## src/rtl/debounce_pkg.sv

```systemverilog
// Shared definitions for the debounce controller: FSM state encoding and the
// width helper used to size the per-button counters.
package debounce_pkg;

   typedef enum logic [1:0] {
      S_LO = 2'd0,
      S_PH = 2'd1,
      S_HI = 2'd2,
      S_PL = 2'd3
   } state_e;

   // Bits needed to hold any value in 0..max_val (at least one bit).
   function automatic int cnt_w(input int max_val);
      return (max_val < 1) ? 1 : $clog2(max_val + 1);
   endfunction

endpackage

```

## src/rtl/debounce_tick_gen.sv

```systemverilog
// Sample-rate tick generator: free-running DIV_W-bit counter with a registered
// single-cycle strobe on each wrap. No clock is derived; consumers use the
// strobe as an enable.
module debounce_tick_gen #(
   parameter int DIV_W = 16
) (
   input  logic clk,
   input  logic rst_n,
   output logic tick_out
);

   logic [DIV_W-1:0] div_q, div_d;
   logic             tick_q, tick_d;

   // Next counter value and wrap detect; the strobe lands in the cycle the counter reads 0.
   always_comb begin
      div_d  = div_q + 1'b1;
      tick_d = &div_q;
   end

   // Counter and strobe registers with synchronous active-low reset.
   always_ff @(posedge clk) begin
      if (!rst_n) begin
         div_q  <= '0;
         tick_q <= 1'b0;
      end else begin
         div_q  <= div_d;
         tick_q <= tick_d;
      end
   end

   assign tick_out = tick_q;

endmodule

```

## src/rtl/debounce_ctrl.sv

```systemverilog
// Multi-button debounce controller. Each raw input is synchronised, then a
// per-button FSM accepts a level change only after STABLE_CNT consecutive
// agreeing sample ticks, emitting registered press/release pulses.
// Optional auto-repeat of press pulses while held: DEBOUNCE_CTRL_AUTOREPEAT_EN.
//
//   state | meaning
//   S_LO  | level 0, input agrees
//   S_PH  | level 0, input high, counting agreeing ticks toward a press
//   S_HI  | level 1, input agrees (auto-repeat counts here when enabled)
//   S_PL  | level 1, input low, counting agreeing ticks toward a release
module debounce_ctrl
   import debounce_pkg::*;
#(
   parameter int N_BTN      = 4,
   parameter int DIV_W      = 16,
   parameter int STABLE_CNT = 4
`ifdef DEBOUNCE_CTRL_AUTOREPEAT_EN
   ,
   parameter int REPEAT_TICKS = 64
`endif
) (
   input  logic             clk,
   input  logic             rst_n,
   input  logic [N_BTN-1:0] btn_raw,
   output logic [N_BTN-1:0] btn_level,
   output logic [N_BTN-1:0] btn_press,
   output logic [N_BTN-1:0] btn_release,
   output logic             tick_out
);

   localparam int               CNT_W    = cnt_w(STABLE_CNT);
   localparam logic [CNT_W-1:0] CNT_ONE  = CNT_W'(1);
   localparam logic [CNT_W-1:0] CNT_LAST = CNT_W'(STABLE_CNT - 1);

`ifdef DEBOUNCE_CTRL_AUTOREPEAT_EN
   // Repeat timer is a down-counter: loaded on entry to S_HI, fires at zero.
   localparam int               RPT_W    = cnt_w(REPEAT_TICKS);
   localparam logic [RPT_W-1:0] RPT_LOAD = RPT_W'(REPEAT_TICKS - 1);
`endif

   logic [N_BTN-1:0] sync1_q, sync1_d;
   logic [N_BTN-1:0] sync2_q, sync2_d;

   debounce_tick_gen #(
      .DIV_W (DIV_W)
   ) u_tick_gen (
      .clk      (clk),
      .rst_n    (rst_n),
      .tick_out (tick_out)
   );

   // Two-stage synchroniser chain for the asynchronous button inputs.
   always_comb begin
      sync1_d = btn_raw;
      sync2_d = sync1_q;
   end

   // Synchroniser flops; cleared on reset so no stale input survives it.
   always_ff @(posedge clk) begin
      if (!rst_n) begin
         sync1_q <= '0;
         sync2_q <= '0;
      end else begin
         sync1_q <= sync1_d;
         sync2_q <= sync2_d;
      end
   end

   for (genvar i = 0; i < N_BTN; i++) begin : g_btn
      state_e           state_q;
      logic [CNT_W-1:0] cnt_q;
      logic             level_q;
      logic             press_q;
      logic             release_q;
      logic             s;
`ifdef DEBOUNCE_CTRL_AUTOREPEAT_EN
      logic [RPT_W-1:0] rpt_q;
`endif

      assign s = sync2_q[i];

      // Debounce FSM: advances only on sample ticks; pulses are one clk wide.
      always_ff @(posedge clk) begin
         if (!rst_n) begin
            state_q   <= S_LO;
            cnt_q     <= '0;
            level_q   <= 1'b0;
            press_q   <= 1'b0;
            release_q <= 1'b0;
`ifdef DEBOUNCE_CTRL_AUTOREPEAT_EN
            rpt_q     <= '0;
`endif
         end else begin
            press_q   <= 1'b0;
            release_q <= 1'b0;
            if (tick_out) begin
               unique case (state_q)
                  S_LO: begin
                     if (s) begin
                        state_q <= S_PH;
                        cnt_q   <= CNT_ONE;
                     end
                  end
                  S_PH: begin
                     if (!s) begin
                        state_q <= S_LO;
                        cnt_q   <= '0;
                     end else if (cnt_q == CNT_LAST) begin
                        state_q <= S_HI;
                        cnt_q   <= '0;
                        level_q <= 1'b1;
                        press_q <= 1'b1;
`ifdef DEBOUNCE_CTRL_AUTOREPEAT_EN
                        rpt_q   <= RPT_LOAD;
`endif
                     end else begin
                        cnt_q <= cnt_q + 1'b1;
                     end
                  end
                  S_HI: begin
                     if (!s) begin
                        // Repeat timer is left as-is; a bounce back reloads it.
                        state_q <= S_PL;
                        cnt_q   <= CNT_ONE;
                     end
`ifdef DEBOUNCE_CTRL_AUTOREPEAT_EN
                     else if (rpt_q == '0) begin
                        press_q <= 1'b1;
                        rpt_q   <= RPT_LOAD;
                     end else begin
                        rpt_q <= rpt_q - 1'b1;
                     end
`endif
                  end
                  S_PL: begin
                     if (s) begin
                        state_q <= S_HI;
                        cnt_q   <= '0;
`ifdef DEBOUNCE_CTRL_AUTOREPEAT_EN
                        rpt_q   <= RPT_LOAD;
`endif
                     end else if (cnt_q == CNT_LAST) begin
                        state_q   <= S_LO;
                        cnt_q     <= '0;
                        level_q   <= 1'b0;
                        release_q <= 1'b1;
`ifdef DEBOUNCE_CTRL_AUTOREPEAT_EN
                        rpt_q     <= '0;
`endif
                     end else begin
                        cnt_q <= cnt_q + 1'b1;
                     end
                  end
               endcase
            end
         end
      end

      assign btn_level[i]   = level_q;
      assign btn_press[i]   = press_q;
      assign btn_release[i] = release_q;
   end

endmodule
```

## config.mk

```make
export PLATFORM = sky130hd
export DESIGN_NAME = debounce_ctrl
export DESIGN_NICKNAME = d
export VERILOG_FILES = /design/src/rtl/debounce_pkg.sv /design/src/rtl/debounce_tick_gen.sv /design/src/rtl/debounce_ctrl.sv
export SDC_FILE = /design/constraint.sdc
export NUM_CORES = 1
export LEC_CHECK = 0
export CORE_MARGIN = 8
export CORE_UTILIZATION = 40
export DETAILED_ROUTE_END_ITERATION = 6
export PLACE_DENSITY = 0.65
export RECOVER_POWER = 25
export SETUP_SLACK_MARGIN = 0.05
export SYNTH_ARGS = -nofsm -noshare
export SYNTH_HDL_FRONTEND = slang
export SYNTH_SLANG_ARGS = --single-unit
```

## constraint.sdc

```tcl
create_clock -name clk -period 3.4 [get_ports clk]
set_clock_uncertainty 0.05 [all_clocks]
set_input_delay 0.68 -clock clk [delete_from_list [all_inputs] [get_ports clk]]
set_output_delay 0.68 -clock clk [all_outputs]
set_load 0.02 [all_outputs]
```

# Word level (Yosys, flattened, before mapping)
# Index checks and enable logic that the tools add are counted.
# Widths: inputs -> output; s select.
[word_totals] reg_bits=57 latch_bits=0 ram_bits=0 mem_bits_ro=0 input_bits=6 out_inout_bits=13 wordCells=188 n_memories=0
[op_classes] add_sub_neg=5 n_mul=0 n_div=0 n_lt_le_gt_ge=0 eq_ne=48 n_shift=0 mux=76 bitwise_logic=6 n_reduce_logical=29
[op_table] cell="$mux 3" count=20
[op_table] cell="$mux 2" count=24
[op_table] cell="$ne 2x2->1 const B" count=24
[op_table] cell="$pmux 3 s4" count=4
[op_table] cell="$pmux 2 s4" count=4
[op_table] cell="$ne 3x3->1 const B" count=8
[op_table] cell="$reduce_and 6->1" count=4
[op_table] cell="$mux 1" count=20
[op_table] cell="$reduce_and 5->1" count=4
[op_table] cell="$add 16x1->16 const B" count=1
[op_table] cell="$eq 2x2->1 const B" count=8
[op_table] cell="$reduce_and 16->1" count=1
[op_table] cell="$reduce_and 4->1" count=4
[op_table] cell="$reduce_or 4->1" count=4
[op_table] cell="$add 3x1->3 const B" count=4
[op_table] cell="$eq 3x2->1 const B" count=4
[op_table] cell="$reduce_and 3->1" count=4
[op_table] cell="$eq 2x1->1 const B" count=4
[op_table] cell="$logic_not 2->1" count=4
[op_table] cell="$pmux 1 s2" count=4
[op_table] cell="$reduce_bool 2->1" count=4
[op_table] cell="$not 1->1" count=6

# Depth between registers and ports, before layout
[logic_depth] word_depth=4 mapped_depth=6 mapped_depth_nobuf=5

# Modules after synthesis
# Synthesis repeated with hierarchy kept, for this count alone.
[hier_totals] cells_unflattened=260 hier_area_um2=2533.7
[by_module_without_submodules] mod="debounce_ctrl" instances=1 cells_each=182 area_each_um2=1788.0 seq_area_each_um2=800.8
[by_module_without_submodules] mod="debounce_tick_gen" instances=1 cells_each=78 area_each_um2=745.7 seq_area_each_um2=340.3

# Worst setup path before layout
# No wires, ideal clock.
[synth_path] kind="register to register" start="register u_tick_gen.div_q[2]" end="register u_tick_gen.div_q[15]" setup_time_ns=0.074 t_arrival_ns=1.395 required_ns=3.276 path_slack_ns=1.881 path_stages_with_launch=5 path_buffers=0 synth_period_minus_slack_ns=1.519 path_cell_list="dfxtp_1 and4_1 nor4b_4 or4b_1 o21ai_0"
[synth_via] elab_chain_len=1
[synth_lines] item="start: declaration" line="debounce_tick_gen.sv:12" source="logic [DIV_W-1:0] div_q, div_d;"
[synth_lines] item="start signal: assignment" line="debounce_tick_gen.sv:27" source="div_q <= div_d;"
[synth_lines] item="$add 16x1->16" line="debounce_tick_gen.sv:17" source="div_d = div_q + 1'b1;"
# No other way between the ends.
# A chain may end at the register's enable or synchronous reset.

==> metrics.md <==
| Metric | Value |
|---|---|
| Switching Fraction | 0.2087 |
| Initial Util | 0.4107 |
| CP Max Fanout | 22 |
| Post-DP HPWL | 2831 um |
| Sequential power share | 0.473 |
| M1 GR Usage | 0.1261 |
| Die H | 93.74 um |
| Via count | about 1800 |
| Busiest grt layer | met2 |
| Clock sink count | 57 |
| Mapped Nets | 275 |
| Post-synth top area share | 0.4720 |
| Routed WL | 4256 um |
| Vias in the first global route | 1682 |
| R2r startpoint | u_tick_gen.div_q[2] |
| Critical path endpoint category | flip-flop |
| Placement Rows | 28 |
| Family with the most delay on the worst path | buffers and inverters |
| Comb power frac | 0.041 |
| GR Util All Layers | 0.1078 |
| Layout Cells excl Fill | 354 |
| Vias per cell | 5.054 |
| Largest net degree at the start of global routing | 36 |
| Hold_sp | g_btn[0].cnt_q[2] |
| CP Cell Sequence | clkdlybuf4s50_1, clkbuf_1, clkinv_1, buf_4, or4b_1, o21ai_0 |
| CTS Root Cell | clkbuf_8 |
| Worst Hold End | g_btn[0].cnt_q[2] |
| #FFs+latches synth | 57 |
| First-pass GRT wire length | 7341 um |
| Setup Fix Bufs, Post-CTS | 0 |
| Most common library cell in the layout ignoring fill and taps | dfxtp_1 |
| Cell Area, Synth | 0.002417 mm2 |
| 1st-iter DRT viols | 107 |
| Core ar. | between 0.005 and 0.006 mm2 |
| CP arrival | 2.75 ns |
| IO Count | 19 |
| GR Overflow Total | 0 |
| Synth area leaders | dfxtp_1 47%, xor2_1 4.0%, buf_4 3.7% |
| Ys flop type | dfxtp_1 |
| Clk slew on worst S/H paths | ~0.070 ns |
| P&R area growth vs syn | 16.41% |
| Synth warnings | 0 |
| Post-CTS sizing | 0 |
| Placed insts | 338 |
| VDD IR-drop max | 0.0002917 V |
| CTS tree | yes |
| Power Density | 520.8 mW/mm2 |
| Post-synth top area cell | dfxtp_1 |
| Worst Path Class, Setup | in2reg |
| Switching pwr | 0.0003059 W |
| ANT cells | 0 |
| Most frequent cells in the layout | 57 x dfxtp_1, 24 x nor2_1, 19 x nand2_1 |
| Ys async rst share | 0 |
| R2r endpoint | u_tick_gen.div_q[15] |
| IO Port Bufs | 18 |
| Number of synthesized flops with an enable pin | 0 |
| Cells after Synth | roughly 260 |
| Worst Reg2Reg Path Length in Cells | 4 |
| Clock tree buffer depth | 2 |
| Crit start category | input port |
| Nets | about 290 |
| DRT Pass-1 Iters | 4 |
| Routability cong. | between 0.7 and 0.8 |
| Die ar. | around 0.0088 mm2 |
| Hold slack | roughly 0.39 ns |
| Status | finished, final reports clean |
| CP peak stage delay | between 0.6 and 0.7 ns |
| Final Hold Fails | 0 |
| Share of cells above drive strength 1 | 0.07885 |
| Inserted Clock Buffers | 9 |
| Share of the yosys chip area belonging to registers | 0.4720 |
| Unrepaired setup endpoints after global routing | false |
| Period Utilization, post-route | 0.7439 |
| Routed Antenna Nets | 0 |
| F_max | 395.3 MHz |
| Final setup fails | 0 |
| GR Util met3 | 0.03677 |
| Clock Power Share | 0.486 |
| Clock insertion delay at the later pin of the skew report | 0.34 ns |
| Slew Limit Fails | 0 |
| Initial antenna violation count | 0 |
| # DRC | 0 |
| Drt wl/cell | around 12 um |
| Int Power | 0.001160 W |
| Maxcap violations | 0 |
| H-tree depth | 3 |
| Leakage | 1.053 nW |
| Hold Path Class | reg2reg |
| Setup_tns | 0 ns |
| R2R Setup Slk | 1.69 ns |
| Met2 Use GR | 0.1587 |
| Worst slew pin tran | 0.8620 ns |
| Worst endpoint required time | 3.63 ns |
| Hold depth | 2 |
| Cell variety after synth | between 40 and 50 |
| Hold-fix buffer count after cts | 0 |
| Slowest-stage cell, CP | clkbuf_1 |
| Syn_area_per_cell | 9.157 um2 |
| Die W | 93.74 um |
| Tmin final | 2.529 ns |
| Power Total | 0.001466 W |
| Worst path bufs/invs | 4 |
| Relative slew slack | 0.4253 |
==> worst min-delay path, cell delays in order (launching register included) <==
cell	delay [ns]
dfxtp_1	0.31
nand2_1	0.05
nor2_1	0.04
==> metrics by stage <==
step	setup slack, ns	instance area (um2)	util
after floorplan	1.881	2417	-
after global placement	1.069	2589	0.4398
after detailed placement	1.037	2589	0.4398
after CTS	1.321	2818	0.4787
after global routing	0.6731	2814	0.4781
final	0.8706	2814	0.4781
==> synth_stat cells (2+ instances only) <==
master / n
and3_1: 2
a41oi_1: 2
buf_4: 12
o211ai_1: 2
xor2_1: 11
nand4_1: 8
nor4b_1: 2
and4_1: 3
a21oi_1: 12
nor2_1: 24
mux2i_1: 3
a211oi_1: 4
nor3_1: 3
clkbuf_1: 9
inv_1: 7
dfxtp_1: 57
nor2b_1: 5
nand2b_1: 8
a31oi_1: 3
a32oi_1: 2
nand2_1: 19
and2_1: 9
nor4_1: 2
xnor2_1: 5
nor3b_1: 4
ha_1: 5
o21ai_0: 10
nand3_1: 16
a21o_1: 2
o31ai_1: 2
==> power by group through the flow <==
stage | combinational, W | sequential (W) | clock, W
3_3_place_gp | 0.0000602 | 0.000707 | 0
2_1_floorplan | 0.0000436 | 0.000704 | 0
3_5_place_dp | 0.0000613 | 0.000708 | 0
6_report | 0.0000597 | 0.000693 | 0.000713
5_1_grt | 0.0000666 | 0.000695 | 0.000762
4_1_cts | 0.0000614 | 0.000693 | 0.000734
==> metal layers <==
| layer | wire length, um | part of all wire | vias to the layer above |
|---|---|---|---|
| li1 | - | - | 932 |
| met1 | 2112 | 0.50 | 813 |
| met2 | 1792 | 0.42 | 32 |
| met3 | 215 | 0.051 | 12 |
| met4 | 136 | 0.032 | 0 |
| met5 | 0 | 0 | - |
==> registers in the layout (all words and copies together), names as in the netlist, named ones only <==
signal and cells:
g_btn.release_q 4, g_btn.state_q 4, g_btn.press_q 4, sync1_q 4
u_tick_gen.tick_out 1, u_tick_gen.div_q 16, g_btn.level_q 4, sync2_q 4
g_btn.cnt_q 12
==> layout make-up <==
type                    instances  area (um2)
well taps                      75       93.84
multi-input cells             176        1114
clock inverters                 5       77.57
fillers                       570        3072
flip-flops and latches         57        1141
inverters                       8       30.03
clock buffers                  11       151.4
repair buffers                 22       206.4
==> worst max path at each step <==
stage | from | endpoint | cells after the start
finish | rst_n | u_tick_gen.div_q[15] | 6
global route | rst_n | u_tick_gen.div_q[15] | 6
CTS | g_btn[2].level_q | btn_level[2] | 1
detailed placement | rst_n | u_tick_gen.div_q[15] | 6
global placement | rst_n | u_tick_gen.div_q[15] | 6
floorplan | u_tick_gen.div_q[2] | u_tick_gen.div_q[15] | 4
==> cell families after synthesis <==
logic type                 count (synthesis)  share of synthesized area
xor gates and xnor gates                  16                    0.05797
AOI/OAI and AO/OA                         42                     0.1097
muxes                                      4                    0.01708
buffers and inverters                     31                    0.06729
DFF                                       57                     0.4720
and+or+nand+nor                          109                     0.2500
adders and majority gates                  5                    0.02588
Note: power is estimated with default switching activity, not from simulation.
==> edit 1: new RTL, same settings <==
The option `DEBOUNCE_CTRL_AUTOREPEAT_EN` is turned on by a define.
--- a/src/rtl/debounce_ctrl.sv
+++ b/src/rtl/debounce_ctrl.sv
@@ -10,2 +10,4 @@
 //   S_PL  | level 1, input low, counting agreeing ticks toward a release
+`define DEBOUNCE_CTRL_AUTOREPEAT_EN
+
 module debounce_ctrl
Formal check against the unedited RTL: no difference found for any inputs over 10 cycles, from zero or initial values and one cycle with rst_n low; that may be too few to reach the edited logic, so the function may still have changed.
==> edit 1 against the original RTL <==
Total power up 37%. Core utilization is 3.2 points lower. Global-route usage increased by 1.7 points. Count of clock-buffer cells in the layout decreased by 2. Sequential cell count up 28. Non-clock buffer count down 1. Clock power grew 35%. Via count rose by 100%. Worst setup slack gained 0.049 ns. Die area up 71%. Area after synthesis grew 88%. Final area grew 79%. Routed wire length rose by 110%. Critical path type is now flop to flop.
==> edit 1: results <==
clocking:
  clock_latency_ns: 0.33
  cts_buffers: 9
  postCtsSetupRepairBufs: 0
  clock_path_buffers: 2
  root_buffer: "clkbuf_16"
setup_path:
  rrSetupSlack_ns: 0.92
  reg2reg_depth: 6
  path_max_fanout: 18
  arrival_ns: 2.65
global_route:
  grt_antenna_before_repair: 0
  grt_pass1_wl_mm: 15.5
  use_met2_pct: 20.6
  grt_use_total_pct: 12.5
  use_met1_pct: 15.6
  grt_pass1_vias: 3452
  grt_max_degree: 40
  use_met3_pct: 2.90
synth:
  synthCells: 546
  ys_seq_area_share_pct: 37.5
  yosys-mux-area-fraction_pct: 1.87
  synth_top_family_by_area: "simple AND/OR/NAND/NOR gates"
  ys_warn_count: 0
  ys_top_cells_by_area: "dfxtp_1 37%, ha_1 7.7%, a21oi_1 3.9%, nand2_1 3.8%, nor2_1 3.8%"
  synth_xor_xnor_area_share_pct: 3.66
  synthAdderAreaFrac_pct: 7.71
  synthTopCellsByCount: "85 x dfxtp_1, 46 x nand2_1, 46 x nor2_1"
  synth_compound_area_share_pct: 16.9
  synth_cell_type_count: 54
final_layout:
  drive_gt1_share_pct: 5.81
  fin_nets: 580
  reg.largest.list: "g_btn.rpt_q: 28 flops, u_tick_gen.div_q: 16 flops, g_btn.cnt_q: 12 flops"
  diodes: 0
placed_design:
  placed_cells: 678
  io_buffer_count: 18
  finalWeightedCongestion: 0.770
  dpl.hpwl_mm: 6.18
detailed_routing:
  drtIter0Drc: 174
  via_per_inst: 5.28
  drtPass1Iterations: 4
  wl_per_cell_um: 12.6
  num_vias: 3665
worst_hold_path:
  min_path_cells: 1
power:
  leakagePower_nw: 1.91
  ir_drop_mv: 0.259
run_status:
  status: "completed"
sta:
  finalSetupTns_ns: 0
  hold_slack_ns: 0.386
  worst_pin_slew_ns: 1.43
-- edit 1: changes by cell type after synthesis, moves of 16 or more --
cell	unedited run	this run
dfxtp_1	57	85
nand2_1	19	46
o21ai_0	10	34
a21oi_1	12	35
ha_1	5	28
nor2_1	24	46
inv_1	7	28
nor3_1	3	24
and2_1	9	25
-- edit 1: power by group --
| part | leakage [nW] | total [mW] | internal (mW) | switching [mW] |
|---|---|---|---|---|
| combinational | 1.08 | 0.0329 | 0.0152 | 0.0177 |
| clock | 0.145 | 0.963 | 0.565 | 0.397 |
| sequential | 0.687 | 1.01 | 1.00 | 0.00712 |
-- edit 1: metrics by stage --
step                      cell area, um^2  power, mW  worst slack, ns
after floorplan                      4540       1.05             1.55
after global placement               4750       1.07             1.39
after detailed placement             4750       1.07             1.31
after CTS                            5040       2.03             1.29
after global routing                 5030       2.09            0.759
final                                5030       2.01            0.920
-- edit 1: area by class of cell --
type | count | area, um^2
clock buffer | 9 | 225
sequential | 85 | 1700
tap | 143 | 179
multi-input combinational | 401 | 2570
clock inverter | 7 | 66.3
inverter | 28 | 105
timing repair buffer | 21 | 185
fill | 1110 | 6240
-- edit 1: logic make-up after synthesis --
kind of cell / Yosys count
multiplexers: 8
AND/OR/NAND/NOR: 226
XOR/XNOR: 19
adder cells (fa/ha/maj): 28
AO/OA/AOI/OAI: 120
buffers and inverters: 60
flip-flops: 85
-- edit 1: worst max-delay path, stage by stage, from the launching register on --
cell and delay [ns]:
dfxtp_1 0.34, clkbuf_1 0.65, inv_1 0.36, a211oi_1 0.31, o21ai_0 0.33, a31oi_1 0.25, nor2_1 0.07
-- edit 1: path summary, 6_finish.rpt --
path	start	to
setup reg to reg	u_tick_gen.tick_out$_SDFF_PN0_	g_btn[3].rpt_q[5]$_SDFFE_PN0P_
setup / recovery	u_tick_gen.tick_out$_SDFF_PN0_	g_btn[3].rpt_q[5]$_SDFFE_PN0P_
hold / removal	sync1_q[2]$_SDFF_PN0_	sync2_q[2]$_SDFF_PN0_
hold reg to reg	sync1_q[2]$_SDFF_PN0_	sync2_q[2]$_SDFF_PN0_
-- edit 1: metal layers --
metal / routed length, um / part of all wire [%]
met4: 147 / 1.7
met3: 283 / 3.2
met2: 3990 / 46
met5: 0 / 0
met1: 4340 / 50
==> edit 2: new RTL, same flow settings <==
Without the edit above. Put one more register stage on the output `btn_level`, with the module's reset. The value now appears one clock later. The other outputs are not delayed to match.
--- a/src/rtl/debounce_ctrl.sv
+++ b/src/rtl/debounce_ctrl.sv
@@ -33,2 +33,4 @@
    localparam logic [CNT_W-1:0] CNT_LAST = CNT_W'(STABLE_CNT - 1);
+
+   logic [N_BTN-1:0] btn_level_d;
 
@@ -158,3 +160,3 @@
 
-      assign btn_level[i]   = level_q;
+      assign btn_level_d[i]   = level_q;
       assign btn_press[i]   = press_q;
@@ -163,2 +165,10 @@
 
+   always_ff @(posedge clk) begin
+      if (!rst_n) begin
+         btn_level <= '0;
+      end else begin
+         btn_level <= btn_level_d;
+      end
+   end
+
 endmodule
Formal check against the unedited RTL: same outputs for any inputs over 10 cycles, from zero or initial values and one cycle with rst_n low; that may be too few to reach the edited logic, so the function may still have changed.
==> edit 2 against the original RTL <==
Worst setup slack improved by 0.28 ns. Area after synthesis grew 1.3%. Sequential cell count increased by 4. Combinational power decreased by 19%. Register-to-register slack worse by 0.02 ns. Total power grew 2.8%. Critical path depth down 4. Final area is 2.2% higher. Routed wire length fell by 3.4%.
==> edit 2: results <==
synth:
  synthArstFlopShare_pct: 0
  syn_nets: 271
  synth_cell_type_count: 32
  ys_top_cells_by_area: "dfxtp_1 50%, nand2_1 3.5%, nor2_1 3.5%, and2_1 3.3%, a21oi_1 3.3%"
  ys_warn_count: 0
  synthTopCellsByCount: "61 x dfxtp_1, 23 x nand2_1, 23 x nor2_1"
  ys_seq_area_share_pct: 49.8
detailed_routing:
  highest_layer: "met4"
  num_vias: 1767
  wl_met2_mm: 1.86
  wl_per_cell_um: 11.6
  drtIter0Drc: 94
  drtPass1Iterations: 4
  wl_met3_um: 219
  met1_length_mm: 1.93
worst_hold_path:
  min_path_cells: 1
  min_path_type: "flop to flop"
  worstHoldStart: "sync1_q[1]$_SDFF_PN0_"
  min_to: "sync2_q[1]$_SDFF_PN0_"
power:
  leakagePower_nw: 1.07
  p_clk_mw: 0.719
  p_sw_mw: 0.302
  ir_drop_mv: 0.242
  total_power_mw: 1.51
  seq-power_mw: 0.739
global_route:
  grt_pass1_wl_mm: 7.23
  use_met3_pct: 4.24
  grt_pass1_vias: 1700
  grt_use_total_pct: 10.3
  grt_antenna_before_repair: 0
  use_met2_pct: 16.4
  grt_max_degree: 32
  use_met1_pct: 11.0
setup_path:
  rrSetupSlack_ns: 1.67
  critical_path.startpoint: "u_tick_gen.tick_out$_SDFF_PN0_"
  path_max_fanout: 26
  arrival_ns: 1.52
  r2r_end: "u_tick_gen.div_q[13]$_SDFF_PN0_"
  worstReg2RegStart: "u_tick_gen.div_q[2]$_SDFF_PN0_"
  reg2reg_depth: 4
clocking:
  htreeDepth: 3
  clock_latency_ns: 0.34
  clock_path_buffers: 2
final_layout:
  drive_gt1_share_pct: 8.93
  fin_nets: 286
  reg.largest.list: "u_tick_gen.div_q: 16 flops, g_btn.cnt_q: 12 flops"
  diodes: 0
sta:
  hold_slack_ns: 0.381
  setup_viol: 0
  relSlewSlack_pct: 35.3
placed_design:
  finalWeightedCongestion: 0.786
  dpl.hpwl_mm: 2.63
  dpl_cell_area_mm2: 0.00265
  io_buffer_count: 18
run_status:
  status: "completed"
-- edit 2: cell count changes in the layout (fill, tap and decap cells not counted), sizes merged, moves of 4 or more --
cell	change
nand2b	-4
and4b	+4
a21oi	+4
and2	+4
or3	+4
nor3	+7
a32o	+4
dfxtp	+4
nand3	-8
nand2	+4
nand4	-5
-- edit 2: area by class of cell --
cell class / count / area (um^2)
multi-input cells: 175 / 1110
fillers: 570 / 3050
well taps: 75 / 93.8
repair buffers: 20 / 195
flip-flops and latches: 61 / 1220
clock buffers: 13 / 159
inverters: 8 / 30.0
clock inverters: 3 / 67.6
-- edit 2: cells by family after synthesis --
family / share of synthesized area [%]
adder cells (fa/ha/maj): 2.55
flip-flops: 49.8
AO/OA/AOI/OAI: 10.8
AND/OR/NAND/NOR: 23.4
multiplexers: 3.47
buffers and inverters: 4.90
XOR/XNOR: 5.01
-- edit 2: per-stage QoR --
stage / setup slack, ns / instances / utilization (%)
finish: 1.15 / 355 / 48.6
detailed placement: 0.935 / 339 / 44.7
CTS: 1.13 / 355 / 48.6
global placement: 0.998 / 339 / 44.7
floorplan: 1.80 / 260 / -
global route: 1.06 / 355 / 48.6
-- edit 2: worst max-delay path: stages, from the launching register on --
cell,delay [ns]
dfxtp_1,0.30
buf_4,0.23
clkdlybuf4s50_1,0.65
-- edit 2: worst max path at each step --
stage,to,slack [ns]
2_1_floorplan,u_tick_gen.div_q[11]$_SDFF_PN0_,1.80
3_3_place_gp,g_btn[2].cnt_q[0]$_SDFFE_PN0P_,1.0
3_5_place_dp,g_btn[1].cnt_q[0]$_SDFFE_PN0P_,0.94
4_1_cts,tick_out,1.13
5_1_grt,u_tick_gen.div_q[9]$_SDFF_PN0_,1.06
6_report,tick_out,1.15
